===== config.mk =====
export PLATFORM = sky130hd
export DESIGN_NAME = alu_op_arbiter
export DESIGN_NICKNAME = d
export VERILOG_FILES = /design/src/rtl/alu_op_arbiter.sv
export SDC_FILE = /design/constraint.sdc
export NUM_CORES = 1
export LEC_CHECK = 0
export ABC_AREA = 1
export ABC_CLOCK_PERIOD_IN_PS = 5400
export BUFFER_PORTS_ARGS = -buffer_cell sky130_fd_sc_hd__buf_2
export CORE_MARGIN = 5
export CORE_UTILIZATION = 45
export DETAILED_ROUTE_END_ITERATION = 8
export PLACE_DENSITY = 0.73
export SYNTH_ARGS = -nofsm -noshare
export SYNTH_HDL_FRONTEND = slang
export SYNTH_SLANG_ARGS = --single-unit

===== constraint.sdc =====
create_clock -name Clk -period 5.4 [get_ports Clk]
set_clock_uncertainty 0.05 [all_clocks]
set_input_delay 0.54 -clock Clk [delete_from_list [all_inputs] [get_ports Clk]]
set_output_delay 0.54 -clock Clk [all_outputs]
set_load 0.1 [all_outputs]

===== src/rtl/alu_op_arbiter.sv =====
// alu_op_arbiter: two-port arbiter and sequencer for the shared ALU; ALU_ARB_RR_EN selects round-robin
module alu_op_arbiter #(
    parameter int WIDTH = 4
) (
    input  logic                 Clk,
    input  logic                 Reset,
    input  logic [1:0]           ReqValid,
    output logic [1:0]           ReqReady,
    input  logic [2*WIDTH-1:0]   ReqA,
    input  logic [2*WIDTH-1:0]   ReqB,
    input  logic [5:0]           ReqOpCode,
    output logic [1:0]           RspValid,
    input  logic [1:0]           RspReady,
    output logic [WIDTH-1:0]     RspResult,
    output logic                 RspCout,
    output logic                 RspErr,
    output logic                 Busy
);
    localparam logic [1:0] IDLE = 2'd0;
    localparam logic [1:0] EXEC = 2'd1;
    localparam logic [1:0] RESP = 2'd2;

    logic [1:0]       stateReg;
    logic             grantReg;
    logic             grantSel;
    logic [WIDTH-1:0] aReg;
    logic [WIDTH-1:0] bReg;
    logic [2:0]       opReg;
    logic             isSub;
    logic [WIDTH:0]   sum;
    logic [WIDTH-1:0] aluRes;
    logic             aluCout;

`ifdef ALU_ARB_RR_EN
    logic lastGrant;

    // Round-robin: on contention the requester not served last wins
    always_comb grantSel = &ReqValid ? ~lastGrant : ReqValid[1];

    // Remember who was accepted most recently
    always_ff @(posedge Clk)
        if (Reset)
            lastGrant <= 1'b1;
        else if (stateReg == IDLE && |ReqValid)
            lastGrant <= grantSel;
`else
    // Fixed priority: requester 0 wins whenever it is valid
    always_comb grantSel = ~ReqValid[0];
`endif

    // Request/response handshakes are pure decodes of state and grant
    always_comb begin
        ReqReady = (stateReg == IDLE && |ReqValid) ? (grantSel ? 2'b10 : 2'b01) : 2'b00;
        RspValid = (stateReg == RESP) ? (grantReg ? 2'b10 : 2'b01) : 2'b00;
        Busy     = stateReg != IDLE;
    end

    // Subtract reuses the adder as A + ~B + 1 so Cout means "no borrow"
    always_comb begin
        isSub   = opReg == 3'b000;
        sum     = {1'b0, aReg} + {1'b0, isSub ? ~bReg : bReg} + {{WIDTH{1'b0}}, isSub};
        aluRes  = opReg[2] ? '0 : opReg[1] ? (opReg[0] ? aReg & bReg : aReg | bReg) : sum[WIDTH-1:0];
        aluCout = ~opReg[2] & ~opReg[1] & sum[WIDTH];
    end

    // IDLE -> EXEC on accept, EXEC -> RESP after compute, RESP -> IDLE when the granted side consumes
    always_ff @(posedge Clk) begin
        if (Reset) begin
            stateReg  <= IDLE;
            grantReg  <= 1'b0;
            RspResult <= '0;
            RspCout   <= 1'b0;
            RspErr    <= 1'b0;
        end else begin
            case (stateReg)
                IDLE: if (|ReqValid) begin
                    aReg     <= grantSel ? ReqA[2*WIDTH-1:WIDTH] : ReqA[WIDTH-1:0];
                    bReg     <= grantSel ? ReqB[2*WIDTH-1:WIDTH] : ReqB[WIDTH-1:0];
                    opReg    <= grantSel ? ReqOpCode[5:3] : ReqOpCode[2:0];
                    grantReg <= grantSel;
                    stateReg <= EXEC;
                end
                EXEC: begin
                    RspResult <= aluRes;
                    RspCout   <= aluCout;
                    RspErr    <= opReg[2];
                    stateReg  <= RESP;
                end
                RESP: if (RspReady[grantReg]) stateReg <= IDLE;
                default: stateReg <= IDLE;
            endcase
        end
    end
endmodule

# Yosys cells after proc, flatten, opt, wreduce, memory -nomap -nowiden
# Cells that the tools add are included.
# op_classes
n_bitwise	9
muxes	16
add_sub_neg	2
reduce_logical	8
n_eq_ne	4
n_lt_le_gt_ge	1
# ops
op	count
2-to-1 mux 4 bit	6
2-to-1 mux 2 bit	6
one-hot mux 2 bit (3 select lines)	1
adder 4 x 4 -> 5 bit	1
adder 5 x 1 -> 5 bit	1
bitwise AND 4 bit	1
!= test 2 x 1 -> 1 bit (second input constant)	2
NOT 1 bit	4
NOT 4 bit	1
bitwise OR 4 bit	1
AND reduction 2 bit	2
logical NOT 3 bit	1
2-to-1 mux 3 bit	1
AND reduction 3 bit	1
bitwise AND 1 bit	2
equality test 2 x 1 -> 1 bit (second input constant)	1
equality test 2 bit (second input constant)	1
logical NOT 2 bit	1
< comparator 1 x 2 -> 1 bit (second input constant)	1
2-to-1 mux 1 bit	2
nonzero test 2 bit	1
OR reduction 2 bit	1
logical AND 1 bit	1
# word_totals
output_inout_bits	11
inputBits	28
reg_bits	20

# Depth between registers and ports, before layout
# depth
ltp_word	6
depth_mapped	13
mapped_depth_nobuf	13

# Least setup slack after synthesis
# No wires, ideal clock.
# synth_path
kind	flip-flop to output port
startpoint	register stateReg[1]
endpoint	output port ReqReady[0]
setup_slack_ns	2.520
arrival_ns	2.290
path_stages_with_launch	4
required_time_ns	4.810
path_buffers	0
cell_sequence	dfxtp_1 nor2_1 inv_1 nor2_1
# synth_via
elab_chain_len	3
# synth_rtl
item	line_no	source
start: declaration	23	logic [1:0] stateReg;
start signal: assignment	69	stateReg <= IDLE;
start signal: assignment	81	stateReg <= EXEC;
start signal: assignment	87	stateReg <= RESP;
logical NOT 2 bit	53	ReqReady = (stateReg == IDLE && |ReqValid) ? (grantSel ? 2'b10 : 2'b01) : 2'b00;
logical AND 1 bit	53	
2-to-1 mux 2 bit	53	
end: declaration	8	output logic [1:0] ReqReady,
# No other way between the ends.

# Worst setup path in the final report
# layout_path
startpoint	input port ReqValid[0]
endpoint	output port ReqReady[1]
# layout_via
elab_chain_len	3
elab_cells_between_ends	4
cone_classes	2 x mux; 2 x reduce/logical
# layout_rtl
item	line_no	source
start: declaration	7	input logic [1:0] ReqValid,
OR reduction 2 bit	53	
logical AND 1 bit	53	
2-to-1 mux 2 bit *	53	
# Every way passes the cells marked *; elsewhere a longest branch is shown, timed or not.

==> run_results.csv <==
group,metric,value,unit
power_and_ir_drop,p_sw,0.000142,W
global_route,antenna_found_initial,0,
clock_tree,clockBufferDepth,2,
floorplan,io_pins,39,
sta,fmax,450,MHz
sta,slew_headroom,0.481,
drt,drt_first_iter_violations,16,
clock_tree,htreeDepth,1,
floorplan,die_w,60.5,µm
global_route,grt_start_max_net_pins,14,
worst_setup_path,path_class,"in -> out",
place,dpl_cell_area,1360,µm²
place,routabilityCongestion,0.767,
clock_tree,cts_root_buf,"clkbuf_4",
global_route,grt_pass1_wl,3.72,mm
power_and_ir_drop,p_leak,0.711,nW
drt,drt_first_pass_iters,4,
worst_setup_path,startpoint_type,"input pin",
drt,via_per_inst,4.73,
yosys,ys_seq_elements,20,
final_layout,diodes,0,
worst_setup_path,crit_arrival,1.63,ns
global_route,grt.overflow.total,0,
clock_tree,cts_tree,"done",
yosys,synth_cells,144,
drt,wl,2.19,mm
yosys,yosysMostFrequentCell,"nand2_1",
clock_tree,clk_pin_slew_worst_paths,0.12,ns
power_and_ir_drop,clockPowerShare,0.244,
sta,totalNegativeSetupSlack,0,ns
power_and_ir_drop,swShare,0.348,
drt,ant_nets,0,
clock_tree,numCtsBuffers,3,
yosys,async_flop_share,0,
yosys,avgSynthCellArea,7.98,µm²
run_status,outcome,"complete, no violations",
yosys,yosysSeqAreaShare,0.444,
yosys,syn-num-nets,178,
sta,finalCriticalPeriod,2.22,ns
power_and_ir_drop,seqPwrFrac,0.451,
final_layout,nNetsFinal,218,
final_layout,stdcell_count,213,
yosys,yosysWarnings,0,
worst_setup_path,cp_max_fo,13,
sta,drv_slew,0,
job,maxCapViolCount,0,
place,dp_hpwl,1.90,mm
hold_path,hold_class,"reg -> reg",
final_layout,postLayoutCellArea,1410,µm²
clock_tree,post-cts-setup-buffers,0,
sta,finalSetupViolations,0,
power_and_ir_drop,p_int,0.000265,W
drt,drcViolationCount,0,
place,io_buffers,38,
final_layout,drive_above_1_share,0.284,
floorplan,core_area,2450,µm²
floorplan,num_rows,18,
final_layout,register_area,510,µm²
power_and_ir_drop,vdd.ir_drop.worst,212,µV
final_layout,multi_input_area,561,µm²
yosys,synth_area,1150,µm²
sta,min_period_over_period,0.412,
drt,via_count,1008,
clock_tree,hold_buffers,0,
clock_tree,cts_sinks,20,
drt,wl_per_cell,10.3,µm
yosys,yosysUniqueCellTypes,27,
yosys,synthTopCellsByCount,"nand2_1, inv_1, nor2_1, edfxtp_1, a21oi_1",
power_and_ir_drop,combPwrFrac,0.305,
yosys,synth.top_cell.area_share,0.288,
yosys,synth_top_area_cell,"edfxtp_1",
yosys,synthTopCellsByArea,"edfxtp_1, nand2_1, dfxtp_1, ha_1, a21oi_1",
clock_tree,cts_resized,0,
power_and_ir_drop,power_per_cell_area,288,nW/µm²
clock_tree,insertion_delay,0.29,ns
global_route,grt_pass1_vias,940,
place,placedCellCount,209,
floorplan,start_util,0.468,
sta,finalHoldViolations,0,
worst_setup_path,endpoint_kind,"output port",
final_layout,nFillCells,224,
yosys,synth_flop_cell,"edfxtp_1",
sta,tightest_slew,0.775,ns
floorplan,die_area,3660,µm²
global_route,grt.total_usage,0.133,
final_layout,area_growth,22.7,%
sta,rsz0062_at_grt,"false",
worst_setup_path,cp.required,4.81,ns
floorplan,die_y,60.5,µm
yosys,synth-edff-count,11,
==> registers in the layout, summed over array words and instances, names as in the netlist <==
name / cells
aReg: 4
grantReg: 1
RspErr: 1
RspResult: 4
bReg: 4
stateReg: 2
RspCout: 1
opReg: 3
==> power groups by stage <==
stage | clock, W | combinational [W] | sequential (W)
6_report | 0.0000992 | 0.000124 | 0.000183
2_1_floorplan | 0 | 0.0000767 | 0.000207
3_3_place_gp | 0 | 0.000122 | 0.000186
4_1_cts | 0.000101 | 0.000125 | 0.000183
3_5_place_dp | 0 | 0.000124 | 0.000187
5_1_grt | 0.000107 | 0.000136 | 0.000185
==> final cells by class <==
cell class	count	area share
tap	30	0.0266
clock buffer	4	0.0337
inverter	16	0.0444
timing repair buffer	38	0.135
multi-input combinational	105	0.398
sequential	20	0.362
==> worst paths after layout <==
kind | cells after the start | end | slack (ns) | start
worst min-delay path | 2 | RspResult[1]$_SDFFE_PP0N_ | 0.42 | RspResult[1]$_SDFFE_PP0N_
worst max-delay path | 5 | ReqReady[1] | 3.18 | ReqValid[0]
worst min register to register | 2 | RspResult[1]$_SDFFE_PP0N_ | 0.42 | RspResult[1]$_SDFFE_PP0N_
worst max register to register | 9 | RspCout$_SDFFE_PP0N_ | 3.38 | opReg[1]$_DFFE_PP_
==> cells by family after synthesis <==
family	share of synthesized area
adder cells (fa/ha/maj)	0.0719
XOR/XNOR	0.0229
buffers and inverters	0.0675
AND/OR/NAND/NOR	0.293
flip-flops	0.444
AO/OA/AOI/OAI	0.100
==> cells in the final DEF, fill, tap and decap left out <==
cell type / instances
inv_2: 2
clkbuf_4: 3
nor2_4: 3
nand2_4: 2
dfxtp_1: 9
nand4_1: 1
inv_4: 1
o21a_1: 1
a21oi_2: 1
ha_1: 5
nand3_1: 3
edfxtp_1: 11
o221ai_1: 1
o21ai_0: 4
nor2_1: 12
a211oi_1: 1
xnor2_1: 2
clkbuf_16: 1
fa_1: 1
nand2_1: 53
nor3_1: 1
xor2_1: 1
nand3_2: 1
buf_2: 38
o22ai_1: 2
inv_1: 13
a21oi_1: 10
==> layer usage <==
layer | GRT usage | share of wire | up-vias | wire, µm
li1 | - | - | 541 | -
met1 | 0.168 | 0.43 | 435 | 935
met2 | 0.228 | 0.50 | 30 | 1090
met3 | 0.0191 | 0.061 | 2 | 134
met4 | 0.0557 | 0.012 | 0 | 27
met5 | 0 | 0 | - | 0
==> worst max-delay path, cell delays in order <==
cell and delay, ns:
buf_2 0.17, inv_1 0.29, nand3_1 0.15, inv_1 0.07, buf_2 0.42
==> per-stage QoR <==
step	utilization	setup slack, ns	hold WS (ns)	total power (W)
3_5_place_dp	0.555	3.19	0.405	0.000311
6_report	0.574	3.18	0.419	0.000406
3_3_place_gp	0.555	3.22	0.400	0.000308
2_1_floorplan	-	2.52	0.417	0.000284
4_1_cts	0.574	3.18	0.423	0.000409
5_1_grt	0.574	3.09	0.448	0.000428
(Power assumes the default switching activity.)
